`src/rtl/fixed_point_divider_arbiter_if.sv`:
```
// Request, response and divider-side bundle for fixed_point_divider_arbiter.
// The arbiter connects through "master"; requesters, consumer and divider connect through "slave".
interface fixed_point_divider_arbiter_if #(
  parameter int NUM_REQ    = 4,
  parameter int DATA_WIDTH = 32
);
  localparam int ID_W = (NUM_REQ > 1) ? $clog2(NUM_REQ) : 1;

  logic [NUM_REQ-1:0]            req_valid;
  logic [NUM_REQ-1:0]            req_ready;
  logic [NUM_REQ*DATA_WIDTH-1:0] req_numerator;
  logic [NUM_REQ*DATA_WIDTH-1:0] req_denominator;

  logic                  resp_valid;
  logic                  resp_ready;
  logic [ID_W-1:0]       resp_id;
  logic [DATA_WIDTH-1:0] resp_quotient;
  logic                  resp_error;
  logic                  resp_timeout;

  logic                  div_in_valid;
  logic [DATA_WIDTH-1:0] div_in_numerator;
  logic [DATA_WIDTH-1:0] div_in_denominator;
  logic                  div_out_valid;
  logic [DATA_WIDTH-1:0] div_out_quotient;
  logic                  div_error_flag;

  modport master (
    input  req_valid, req_numerator, req_denominator, resp_ready,
           div_out_valid, div_out_quotient, div_error_flag,
    output req_ready, resp_valid, resp_id, resp_quotient, resp_error, resp_timeout,
           div_in_valid, div_in_numerator, div_in_denominator
  );

  modport slave (
    output req_valid, req_numerator, req_denominator, resp_ready,
           div_out_valid, div_out_quotient, div_error_flag,
    input  req_ready, resp_valid, resp_id, resp_quotient, resp_error, resp_timeout,
           div_in_valid, div_in_numerator, div_in_denominator
  );
endinterface

```
`src/rtl/fixed_point_divider_arbiter.sv`:
```
// Round-robin sequencer sharing one fixed-point divider among NUM_REQ requesters,
// one division in flight, with a timeout guard and an ID-tagged response.
//
// state | meaning
// IDLE  | pick next requester round-robin, accept and latch its operands
// ISSUE | single-cycle div_in_valid pulse with latched operands
// WAIT  | wait for div_out_valid or timeout expiry
// RESP  | hold response until resp_ready
module fixed_point_divider_arbiter #(
  parameter int NUM_REQ    = 4,
  parameter int DATA_WIDTH = 32,
  parameter int TIMEOUT    = 64
) (
  input logic                          clk,
  input logic                          rst,
  fixed_point_divider_arbiter_if.master bus
);
  localparam int ID_W  = (NUM_REQ > 1) ? $clog2(NUM_REQ) : 1;
  localparam int CNT_W = $clog2(TIMEOUT);
  localparam logic [CNT_W-1:0] WAIT_LAST = CNT_W'(TIMEOUT - 1);

  typedef enum logic [1:0] {S_IDLE, S_ISSUE, S_WAIT, S_RESP} state_t;

  state_t                state;
  logic [ID_W-1:0]       last_grant;
  logic [ID_W-1:0]       grant;
  logic [ID_W-1:0]       winner;
  logic [ID_W-1:0]       cand;
  logic                  found;
  logic [CNT_W-1:0]      wait_cnt;
  logic [DATA_WIDTH-1:0] sel_num;
  logic [DATA_WIDTH-1:0] sel_den;

  // first valid requester after last_grant, wrapping
  always_comb begin
    found  = 1'b0;
    winner = '0;
    cand   = '0;
    for (int k = 1; k <= NUM_REQ; k++) begin
      cand = ID_W'((int'(last_grant) + k) % NUM_REQ);
      if (!found && bus.req_valid[cand]) begin
        found  = 1'b1;
        winner = cand;
      end
    end
  end

  always_comb begin
    sel_num = '0;
    sel_den = '0;
    for (int i = 0; i < NUM_REQ; i++) begin
      if (winner == ID_W'(i)) begin
        sel_num = bus.req_numerator[i*DATA_WIDTH +: DATA_WIDTH];
        sel_den = bus.req_denominator[i*DATA_WIDTH +: DATA_WIDTH];
      end
    end
  end

  always_comb begin
    bus.req_ready = '0;
    if (state == S_IDLE && found) bus.req_ready[winner] = 1'b1;
  end

  always_ff @(posedge clk) begin
    if (rst) begin
      state                  <= S_IDLE;
      last_grant             <= ID_W'(NUM_REQ - 1);
      grant                  <= '0;
      wait_cnt               <= '0;
      bus.resp_valid         <= 1'b0;
      bus.resp_id            <= '0;
      bus.resp_quotient      <= '0;
      bus.resp_error         <= 1'b0;
      bus.resp_timeout       <= 1'b0;
      bus.div_in_valid       <= 1'b0;
      bus.div_in_numerator   <= '0;
      bus.div_in_denominator <= '0;
    end else begin
      case (state)
        S_IDLE: begin
          if (found) begin
            grant                  <= winner;
            bus.div_in_numerator   <= sel_num;
            bus.div_in_denominator <= sel_den;
            bus.div_in_valid       <= 1'b1;
            state                  <= S_ISSUE;
          end
        end
        S_ISSUE: begin
          bus.div_in_valid <= 1'b0;
          wait_cnt         <= '0;
          state            <= S_WAIT;
        end
        S_WAIT: begin
          wait_cnt <= wait_cnt + 1'b1;
          // a result landing on the expiry cycle still beats the timeout
          if (bus.div_out_valid) begin
            bus.resp_quotient <= bus.div_out_quotient;
            bus.resp_error    <= bus.div_error_flag;
            bus.resp_timeout  <= 1'b0;
            bus.resp_id       <= grant;
            bus.resp_valid    <= 1'b1;
            state             <= S_RESP;
          end else if (wait_cnt == WAIT_LAST) begin
            bus.resp_quotient <= '0;
            bus.resp_error    <= 1'b1;
            bus.resp_timeout  <= 1'b1;
            bus.resp_id       <= grant;
            bus.resp_valid    <= 1'b1;
            state             <= S_RESP;
          end
        end
        S_RESP: begin
          if (bus.resp_ready) begin
            bus.resp_valid <= 1'b0;
            last_grant     <= grant;
            state          <= S_IDLE;
          end
        end
        default: state <= S_IDLE;
      endcase
    end
  end
endmodule

```
`src/flat_wrapper.sv`:
```
// flat-port wrapper written by rule: the top's interface ports become plain ports
module fixed_point_divider_arbiter_flat 
#(
  parameter int NUM_REQ    = 4,
  parameter int DATA_WIDTH = 32,
  parameter int TIMEOUT    = 64
)
  (clk, rst, bus_req_valid, bus_req_numerator, bus_req_denominator, bus_resp_ready, bus_div_out_valid, bus_div_out_quotient, bus_div_error_flag, bus_req_ready, bus_resp_valid, bus_resp_id, bus_resp_quotient, bus_resp_error, bus_resp_timeout, bus_div_in_valid, bus_div_in_numerator, bus_div_in_denominator);
  fixed_point_divider_arbiter_if #(.NUM_REQ(NUM_REQ), .DATA_WIDTH(DATA_WIDTH)) bus_i ();
  input logic clk;
  input logic rst;
  input wire logic [$bits(bus_i.req_valid)-1:0] bus_req_valid;
  input wire logic [$bits(bus_i.req_numerator)-1:0] bus_req_numerator;
  input wire logic [$bits(bus_i.req_denominator)-1:0] bus_req_denominator;
  input wire logic [$bits(bus_i.resp_ready)-1:0] bus_resp_ready;
  input wire logic [$bits(bus_i.div_out_valid)-1:0] bus_div_out_valid;
  input wire logic [$bits(bus_i.div_out_quotient)-1:0] bus_div_out_quotient;
  input wire logic [$bits(bus_i.div_error_flag)-1:0] bus_div_error_flag;
  output wire logic [$bits(bus_i.req_ready)-1:0] bus_req_ready;
  output wire logic [$bits(bus_i.resp_valid)-1:0] bus_resp_valid;
  output wire logic [$bits(bus_i.resp_id)-1:0] bus_resp_id;
  output wire logic [$bits(bus_i.resp_quotient)-1:0] bus_resp_quotient;
  output wire logic [$bits(bus_i.resp_error)-1:0] bus_resp_error;
  output wire logic [$bits(bus_i.resp_timeout)-1:0] bus_resp_timeout;
  output wire logic [$bits(bus_i.div_in_valid)-1:0] bus_div_in_valid;
  output wire logic [$bits(bus_i.div_in_numerator)-1:0] bus_div_in_numerator;
  output wire logic [$bits(bus_i.div_in_denominator)-1:0] bus_div_in_denominator;
  assign bus_i.req_valid = bus_req_valid;
  assign bus_i.req_numerator = bus_req_numerator;
  assign bus_i.req_denominator = bus_req_denominator;
  assign bus_i.resp_ready = bus_resp_ready;
  assign bus_i.div_out_valid = bus_div_out_valid;
  assign bus_i.div_out_quotient = bus_div_out_quotient;
  assign bus_i.div_error_flag = bus_div_error_flag;
  assign bus_req_ready = bus_i.req_ready;
  assign bus_resp_valid = bus_i.resp_valid;
  assign bus_resp_id = bus_i.resp_id;
  assign bus_resp_quotient = bus_i.resp_quotient;
  assign bus_resp_error = bus_i.resp_error;
  assign bus_resp_timeout = bus_i.resp_timeout;
  assign bus_div_in_valid = bus_i.div_in_valid;
  assign bus_div_in_numerator = bus_i.div_in_numerator;
  assign bus_div_in_denominator = bus_i.div_in_denominator;
  fixed_point_divider_arbiter #(.NUM_REQ(NUM_REQ), .DATA_WIDTH(DATA_WIDTH), .TIMEOUT(TIMEOUT)) u_core (.clk(clk), .rst(rst), .bus(bus_i));
endmodule
```
`config.mk`:
```
export PLATFORM = sky130hd
export DESIGN_NAME = fixed_point_divider_arbiter_flat
export DESIGN_NICKNAME = d
export VERILOG_FILES = /design/src/rtl/fixed_point_divider_arbiter_if.sv /design/src/rtl/fixed_point_divider_arbiter.sv /design/src/flat_wrapper.sv
export SDC_FILE = /design/constraint.sdc
export NUM_CORES = 1
export LEC_CHECK = 0
export BUFFER_PORTS_ARGS = -buffer_cell sky130_fd_sc_hd__buf_2
export CAP_MARGIN = 20
export CORE_AREA = 2 2 155 157
export CTS_BUF_LIST = sky130_fd_sc_hd__clkbuf_2 sky130_fd_sc_hd__clkbuf_4 sky130_fd_sc_hd__clkbuf_8
export CTS_CLUSTER_SIZE = 16
export DETAILED_ROUTE_END_ITERATION = 8
export DIE_AREA = 0 0 157 159
export GPL_ROUTABILITY_DRIVEN = 0
export GPL_TIMING_DRIVEN = 0
export PLACE_DENSITY_LB_ADDON = 0.3
export SKIP_CTS_REPAIR_TIMING = 1
export SYNTH_ARGS = -nofsm -noshare
export SYNTH_HDL_FRONTEND = slang
export SYNTH_SLANG_ARGS = --single-unit
```
`constraint.sdc`:
```
create_clock -name clk -period 2.25 [get_ports clk]
set_input_delay 0.3375 -clock clk [delete_from_list [all_inputs] [get_ports clk]]
set_output_delay 0.3375 -clock clk [all_outputs]
set_load 0.005 [all_outputs]
```
Word-level counts from Yosys, hierarchy flattened:

Index checks and enable logic that the tools add are counted.
W data, S select, Z words.

* register bits: 114
* input bits: 297
* output and inout port bits: 106
* word-level logic and storage cells: 98

* add/subtract/negate cells: 5
* $lt $le $gt $ge: 6
* equality and inequality tests: 10
* muxes and demuxes: 45
* reduce and logical (&&, ||, !) cells: 20

Operators with widths (number)
* $mux W32: 10
* $mux W2: 10
* $lt A2 B3 Y1 const B: 5
* $mux W1: 15
* $pmux W6 S2: 1
* $bmux W1 S2: 4
* $eq A2 B2 Y1 const B: 4
* $pmux W2 S4: 1
* $reduce_and A2 Y1: 4
* $reduce_bool A2 Y1: 4
* $add A6 B1 Y6 const B: 1
* $eq A6 B6 Y1 const B: 1
* $reduce_and A3 Y1: 2
* $logic_and A1 B1 Y1: 5
* $add A2 B1 Y2 const B: 2
* $add A2 B2 Y2 const B: 2
* $eq A2 B1 Y1 const B: 2
* $logic_not A2 Y1: 2
* $mux W4: 1
* $pmux W1 S2: 2
* $logic_not A1 Y1: 3
* $ne A3 B2 Y1 const B: 1
* $demux W1 S2: 1
* $ge A2 B1 Y1 const B: 1
* other kinds (2): 2

Longest topological paths before layout:

Gate-level depths: netlist of the first run.

* depth in word-level cells: 18
* gate-level depth with buffers: 9
* mapped depth without buffers: 6

Worst setup path before layout of the first run:

No wires, ideal clock.

* path type: register to register
* from: register u_core.state[0]
* to: register u_core.bus.div_in_denominator[0] (netlist bit)
* library setup time: 0.127 ns
* data arrival time: 1.611 ns
* slack: 0.512 ns
* cell stages (with the launch flop): 10
* period minus slack after synthesis: 1.738 ns
* path through: dfxtp_1 inv_1 ha_1 clkbuf_1 or2b_1 and2b_1 buf_4 buf_4 nand2_1 o211ai_1

* word-level cells in the longest chain between the ends: 2

Ends and longest elaborated chain
* start: declaration: RTL line fixed_point_divider_arbiter.sv:24 `state_t state;`
* start signal: assignment: RTL line fixed_point_divider_arbiter.sv:66 `state <= S_IDLE;`
* start signal: assignment: RTL line fixed_point_divider_arbiter.sv:86 `state <= S_ISSUE;`
* start signal: assignment: RTL line fixed_point_divider_arbiter.sv:92 `state <= S_WAIT;`
* $logic_not A2 Y1: RTL line fixed_point_divider_arbiter.sv:79 `case (state)`
* $reduce_and A2 Y1 (no source line)
* end signal: assignment: RTL line fixed_point_divider_arbiter.sv:84 `bus.div_in_denominator <= sel_den;`
* end: declaration: RTL line fixed_point_divider_arbiter_if.sv:32 `div_in_valid, div_in_numerator, div_in_denominator`

No other way between the ends.
A chain may end at the register's enable or synchronous reset.

Final worst setup path of the first run:

* from: register u_core.last_grant[0]
* to: register u_core.bus.div_in_denominator[5] (netlist bit)

* word-level cells in the longest chain between the ends: 18
* elaborated cells on any way between the ends: 35
* classes of those cells: add/sub: 4; eq/ne: 3; mux: 20; reduce/logical: 8

Ends and longest elaborated chain
* start: declaration: RTL line fixed_point_divider_arbiter.sv:25 `logic [ID_W-1:0] last_grant;`
* start signal: assignment: RTL line fixed_point_divider_arbiter.sv:67 `last_grant <= ID_W'(NUM_REQ - 1);`
* start signal: assignment: RTL line fixed_point_divider_arbiter.sv:116 `last_grant <= grant;`
* $add A2 B1 Y2: RTL line fixed_point_divider_arbiter.sv:40 `cand = ID_W'((int'(last_grant) + k) % NUM_REQ);`
* $bmux W1 S2: RTL line fixed_point_divider_arbiter.sv:41 `if (!found && bus.req_valid[cand]) begin`
* $mux W1 (implied by the code): RTL line fixed_point_divider_arbiter.sv:41
* $mux W1: RTL line fixed_point_divider_arbiter.sv:41
* $logic_not A1 Y1: RTL line fixed_point_divider_arbiter.sv:41
* $logic_and A1 B1 Y1: RTL line fixed_point_divider_arbiter.sv:41
* $mux W1: RTL line fixed_point_divider_arbiter.sv:41
* $logic_not A1 Y1: RTL line fixed_point_divider_arbiter.sv:41
* $logic_and A1 B1 Y1: RTL line fixed_point_divider_arbiter.sv:41
* $mux W1: RTL line fixed_point_divider_arbiter.sv:41
* $logic_not A1 Y1: RTL line fixed_point_divider_arbiter.sv:41
* $logic_and A1 B1 Y1: RTL line fixed_point_divider_arbiter.sv:41
* $mux W2: RTL line fixed_point_divider_arbiter.sv:41
* $logic_not A2 Y1: RTL line fixed_point_divider_arbiter.sv:52 `if (winner == ID_W'(i)) begin`
* $mux W32 (4 in series): RTL line fixed_point_divider_arbiter.sv:52

Several ways; a longest one is shown, not always the timed one. The select of a mux whose other input is x is not followed.

==> run metrics, run 1 <==
Synth Area in Compound Gates 0.271; die area 25000 sq um; hold path start bus_div_out_quotient[26]; DR vias/cell 4.97; wire length per cell 18.1 microns; worst hold path depth 3; crit start category flop; die height 159 microns; core area 23200 sq um; GRT Residual Overflow 0; TritonCTS clock tree built; Min-Delay Path Class in -> reg; launch point of the worst reg-to-reg path u_core.last_grant[0]; reg2reg setup slack 0.12 ns; commonest non-fill, non-tap cell in the layout buf_2; layout cells sized above 1 0.412; Seq cells post-synth 114; detailed placement HPWL 21100 microns; worst-case vdd ir drop 0.282 mV; required time of the critical path 2.61 ns; syn_nets 1041; I/O pins 403; final worst path period need 2.13 ns; register area 2280 sq um; post-synthesis cell type count 43; Post-Synth XOR/XNOR Area 0.00544; fraction of the mapped netlist area in adder cells 0.00972; port buffer count 402; Fillers 2467; fmax 470 MHz; Layout area overhead 44.3%; Slew Viols, Final 0; Syn. warnings 0; width of the chip 157 microns; Setup TNS 0 ns; cts bufs inserted 17; depth of the worst register-to-register path 6; post-layout power 7.88 mW; Final Hold Fails 0; Arrival @ worst endpoint 2.49 ns; Max clock buf depth 2; clk root buf clkbuf_8; WL final 27100 microns; Cells after Synth 739; area share of and/or/nand/nor cells after synthesis 0.188; post-route ant nets 0; Clock Sinks 114; Worst R2R End u_core.bus.div_in_denominator[5]; vias in the first global route 7194; # rows 56; Clock transition at path regs 0.08 ns; Worst Hold End u_core.bus.resp_quotient[26]; number of remaining DRC errors 0; Final #Nets 1463; DR iter-0 viols 434; post-layout util 0.400; cells along the critical path nand2b_4 -> a21oi_2 -> clkbuf_1 -> o31a_1 -> o21ai_1 -> o211ai_1; number of max-cap violations 0; CP Max Fanout 10; largest family of logic cells by synthesized area compound AO/OA/AOI/OAI gates; # setup viols final 0; via count 7426; first-pass GRT wire length 40400 microns; overall routing resource usage 0.211; RSZ-0062 raised after global routing false; Worst-Margin Slew 0.871 ns; slowest CP cell a21oi_2; largest net degree at the start of global routing 17; drt pass-1 iters 8; multi-input logic area 3770 sq um; Crit path max-delay family compound AO/OA/AOI/OAI gates; H-Tree Depth 4; clk_skew 0.0155 ns; fin crit share 0.946; status complete, no violations; most frequent cells in the layout buf_2, dfxtp_1, nand2_1; antenna violations before repair 5; synthesized area per cell 8.71 sq um; kind of critical path reg -> reg; relative slew slack 0.419; Post-Syn Area 6440 sq um; CP max stage delay 0.69 ns; leakage power 4.25 nW; clk_lat worst skew 0.44 ns; mux cell area share after synthesis 0.107; CP endpoint kind flop; register area share after synthesis 0.355; starting density of the core 0.278; Pwr Density 848 nW/um^2; Buf+Inv Stages, Crit Path 1
cell usage after synthesis, drive strengths merged:
cell | n | area [sq um]
o211ai | 64 | 480
nand3 | 1 | 10.0
nor4 | 1 | 12.5
o31a | 65 | 571
a211o | 2 | 17.5
dfxtp | 114 | 2280
or3 | 1 | 6.26
mux2i | 69 | 691
and3 | 3 | 18.8
and2 | 1 | 6.26
nand3b | 1 | 7.51
o21a | 2 | 15.0
nor2b | 2 | 12.5
nand2b | 3 | 18.8
a22oi | 33 | 248
a31oi | 1 | 6.26
clkbuf | 51 | 193
nor3b | 3 | 27.5
xor2 | 3 | 26.3
nor2 | 49 | 184
a221oi | 2 | 17.5
a21o | 2 | 15.0
ha | 5 | 62.6
o21ai | 67 | 335
a21oi | 5 | 28.8
or2b | 1 | 7.51
and4 | 64 | 561
buf | 32 | 191
nand2 | 73 | 274
nor3 | 5 | 36.3
nand4 | 2 | 12.5
xnor2 | 1 | 8.76
and2b | 2 | 15.0
inv | 8 | 30.0
a211oi | 1 | 7.51
registers in the layout, indices dropped and copies added, names as in the netlist, 2 cells and up:
name and flops:
u_core.bus.div_in_denominator 32, u_core.bus.div_in_numerator 32, u_core.bus.resp_id 2, u_core.bus.resp_quotient 32, u_core.grant 2, u_core.last_grant 2
u_core.state 2, u_core.wait_cnt 6
power by group:
part           switching [mW]  total (mW)  internal, mW
clock                   0.993        1.90         0.912
combinational            1.71        3.15          1.44
sequential              0.286        2.82          2.54
per-stage QoR:
step	instance area, sq um	cells	hold WS, ns	worst slack, ns
detailed placement	8850	1460	0.447	-0.0469
global placement	8850	1460	0.446	0.00554
finish	9290	1495	0.147	0.122
global route	9290	1495	0.134	0.0151
CTS	9220	1492	0.109	-0.193
floorplan	6440	739	0.442	0.512
layer usage:
layer	track usage	routed length [microns]
met4	0.0705	501
met2	0.351	12900
met3	0.0476	1980
met1	0.267	11700
met5	0	28
how the worst max path moves through the flow:
stage	startpoint	to	slack, ns	cells after the start
2_1_floorplan	u_core.state[0]	u_core.bus.div_in_denominator[0]	0.51	9
3_5_place_dp	u_core.state[0]	u_core.bus.div_in_numerator[26]	-0.05	8
6_report	u_core.last_grant[0]	u_core.bus.div_in_denominator[5]	0.12	6
4_1_cts	u_core.last_grant[0]	bus_req_ready[1]	-0.19	7
5_1_grt	u_core.last_grant[0]	bus_req_ready[2]	0.02	6
3_3_place_gp	bus_req_valid[0]	u_core.bus.div_in_denominator[5]	0.006	8
final cells by class:
cell class	instances	share of cell area
diodes	2	0.000539
plain buffers	82	0.0423
clock buffers	18	0.0267
clock inverters	14	0.0139
inverters	8	0.00323
multi-input cells	534	0.406
flip-flops and latches	114	0.246
well taps	319	0.0430
repair buffers	404	0.218
worst register-to-register path: stages, from the launching register on:
cell      delay (ns)
dfxtp_2         0.33
nand2b_4        0.15
a21oi_2         0.69
clkbuf_1        0.47
o31a_1          0.19
o21ai_1         0.10
o211ai_1        0.13
kinds of logic (layout without fill, tap and decap cells):
family,after synthesis,after routing
compound gates,244,244
xor+xnor,4,4
fa+ha+maj,5,5
buf+inv,91,526
flops,114,114
mux,69,69
other cells,0,2
simple gates,212,212
(Power assumes the default switching activity.)
==> inputs of run 2 (changes only) <==
--- a/config.mk
+++ b/config.mk
@@ -9,12 +9,13 @@
 export CAP_MARGIN = 20
 export CORE_AREA = 2 2 155 157
 export CTS_BUF_LIST = sky130_fd_sc_hd__clkbuf_2 sky130_fd_sc_hd__clkbuf_4 sky130_fd_sc_hd__clkbuf_8
-export CTS_CLUSTER_SIZE = 16
+export CTS_CLUSTER_SIZE = 40
 export DETAILED_ROUTE_END_ITERATION = 8
 export DIE_AREA = 0 0 157 159
 export GPL_ROUTABILITY_DRIVEN = 0
-export GPL_TIMING_DRIVEN = 0
+export GPL_TIMING_DRIVEN = 1
 export PLACE_DENSITY_LB_ADDON = 0.3
+export REMOVE_ABC_BUFFERS = 1
 export SKIP_CTS_REPAIR_TIMING = 1
 export SYNTH_ARGS = -nofsm -noshare
 export SYNTH_HDL_FRONTEND = slang
==> run metrics, run 2 (synthesis results as in run 1) <==
status complete, no violations; post-layout power 8.09 mW (+2.6%); Pwr Density 869 nW/um^2 (+2.4%); worst-case vdd ir drop 0.366 mV (+30%); DR iter-0 viols 424 (-2.3%); clk_skew 0.0203 ns (+0.00480 ns); clk root buf clkbuf_8; met3 wire length 2310 microns (+17%); biggest regs u_core.bus.div_in_denominator x32, u_core.bus.div_in_numerator x32, u_core.bus.resp_quotient x32; core area 23200 sq um (unchanged); largest net degree at the start of global routing 45 (+28); vias in the first global route 7170 (-0.33%); Clock Sinks 114 (unchanged); die height 159 microns (unchanged); post-route ant nets 0 (unchanged); H-Tree Depth 4 (unchanged); TritonCTS clock tree built; die area 25000 sq um (unchanged); width of the chip 157 microns (unchanged); cells along the critical path and2b_2 -> o21ai_4 -> nand3_4 -> nor3_2 -> buf_2; Final Hold Fails 0 (unchanged); Setup TNS 0 ns (unchanged); wire length per cell 18.7 microns (+3.0%); Max clock buf depth 2 (unchanged); antenna violations before repair 7 (+2); final hold slack 0.146 ns (-0.00154 ns); commonest non-fill, non-tap cell in the layout buf_2; port buffer count 402 (unchanged); met2 WL 13300 microns (+3.2%); kind of critical path reg -> out; drt pass-1 iters 5 (-3); fmax 467 MHz (-0.56%); Clock transition at path regs 0.09 ns (about the same); leakage power 4.26 nW (+0.18%); starting density of the core 0.278 (unchanged); # rows 56 (unchanged); detailed placement HPWL 19700 microns (-6.5%); CP endpoint kind output pin; WL final 26900 microns (-0.72%); Worst-Margin Slew 0.500 ns (-0.372 ns); CP max stage delay 0.35 ns (-0.34 ns); layout cells sized above 1 0.431 (+0.0189); Slew Viols, Final 0 (unchanged); Min-Delay Path Class in -> reg; Final Non-Filler Cells 1441 (-3.6%); DR vias/cell 5.07 (+2.0%); CP Max Fanout 6 (-4); post-layout util 0.401 (+0.000863); number of max-cap violations 0 (unchanged); Final #Nets 1408 (-3.8%); first-pass GRT wire length 39900 microns (-1.3%); relative slew slack 0.667 (+0.248); crit start category flop; cts bufs inserted 17 (unchanged); most frequent cells in the layout buf_2, dfxtp_1, nand2_1; Layout area overhead 44.6%; Top Layer Used met5; Cells after DPL 1402 (-4.0%); Fillers 2443 (-0.97%); final worst path period need 2.14 ns (+0.0120 ns); number of remaining DRC errors 0 (unchanged); GRT Residual Overflow 0 (unchanged); required time of the critical path 1.91 ns (-0.70 ns); Arrival @ worst endpoint 1.80 ns (-0.69 ns); I/O pins 403 (unchanged); DRT met1 WL 10700 microns (-8.3%); overall routing resource usage 0.206 (-0.00465); via count 7302 (-1.7%); RSZ-0062 raised after global routing true; clk_lat worst skew 0.43 ns (about the same); fin crit share 0.951 (+0.00534); # setup viols final 0 (unchanged); slowest CP cell dfxtp_2
[run 2: report_power, final]
part	internal, mW	leakage [nW]	switching, mW	total [mW]
logic	1.48	3.12	1.69	3.17
registers	2.54	0.932	0.294	2.83
clock network	1.15	0.204	0.927	2.08
[run 2: cell type report]
class | count | area (sq um) | area share
diodes | 4 | 10.0 | 0.00108
clock buffers | 19 | 262 | 0.0281
clock inverters | 12 | 158 | 0.0169
inverters | 8 | 30.0 | 0.00323
multi-input cells | 534 | 3820 | 0.411
flip-flops and latches | 114 | 2280 | 0.246
well taps | 319 | 399 | 0.0429
repair buffers | 431 | 2340 | 0.252
[run 2: path summary, 6_finish.rpt]
| path | end | cells past startpoint | start | slack (ns) |
|---|---|---|---|---|
| worst max-delay path | bus_req_ready[0] | 5 | u_core.last_grant[0] | 0.11 |
| worst min-delay path | u_core.bus.div_in_valid | 2 | rst | 0.15 |
| worst max register to register | u_core.bus.resp_quotient[23] | 6 | u_core.wait_cnt[0] | 0.32 |
| worst min register to register | u_core.bus.div_in_denominator[23] | 2 | u_core.bus.div_in_denominator[23] | 0.47 |
[run 2: per-layer routing]
layer	GRT usage	vias to the layer above
met4	0.0676	4
met3	0.0618	35
li1	-	3536
met2	0.358	350
met5	0	-
met1	0.239	3377
[run 2: per-stage QoR]
step	area (sq um)	setup slack [ns]
detailed placement	8810	0.198
global route	9300	-0.0317
CTS	9230	-0.133
floorplan	6050	-2.46
finish	9310	0.110
global placement	8810	0.196
[run 2: worst max-delay path, delay by kind of cell (launching register included)]
family,cells,cell delay (ns)
AO/OA/AOI/OAI,1,0.22
AND/OR/NAND/NOR,3,0.63
flip-flops,1,0.35
buffers and inverters,1,0.16
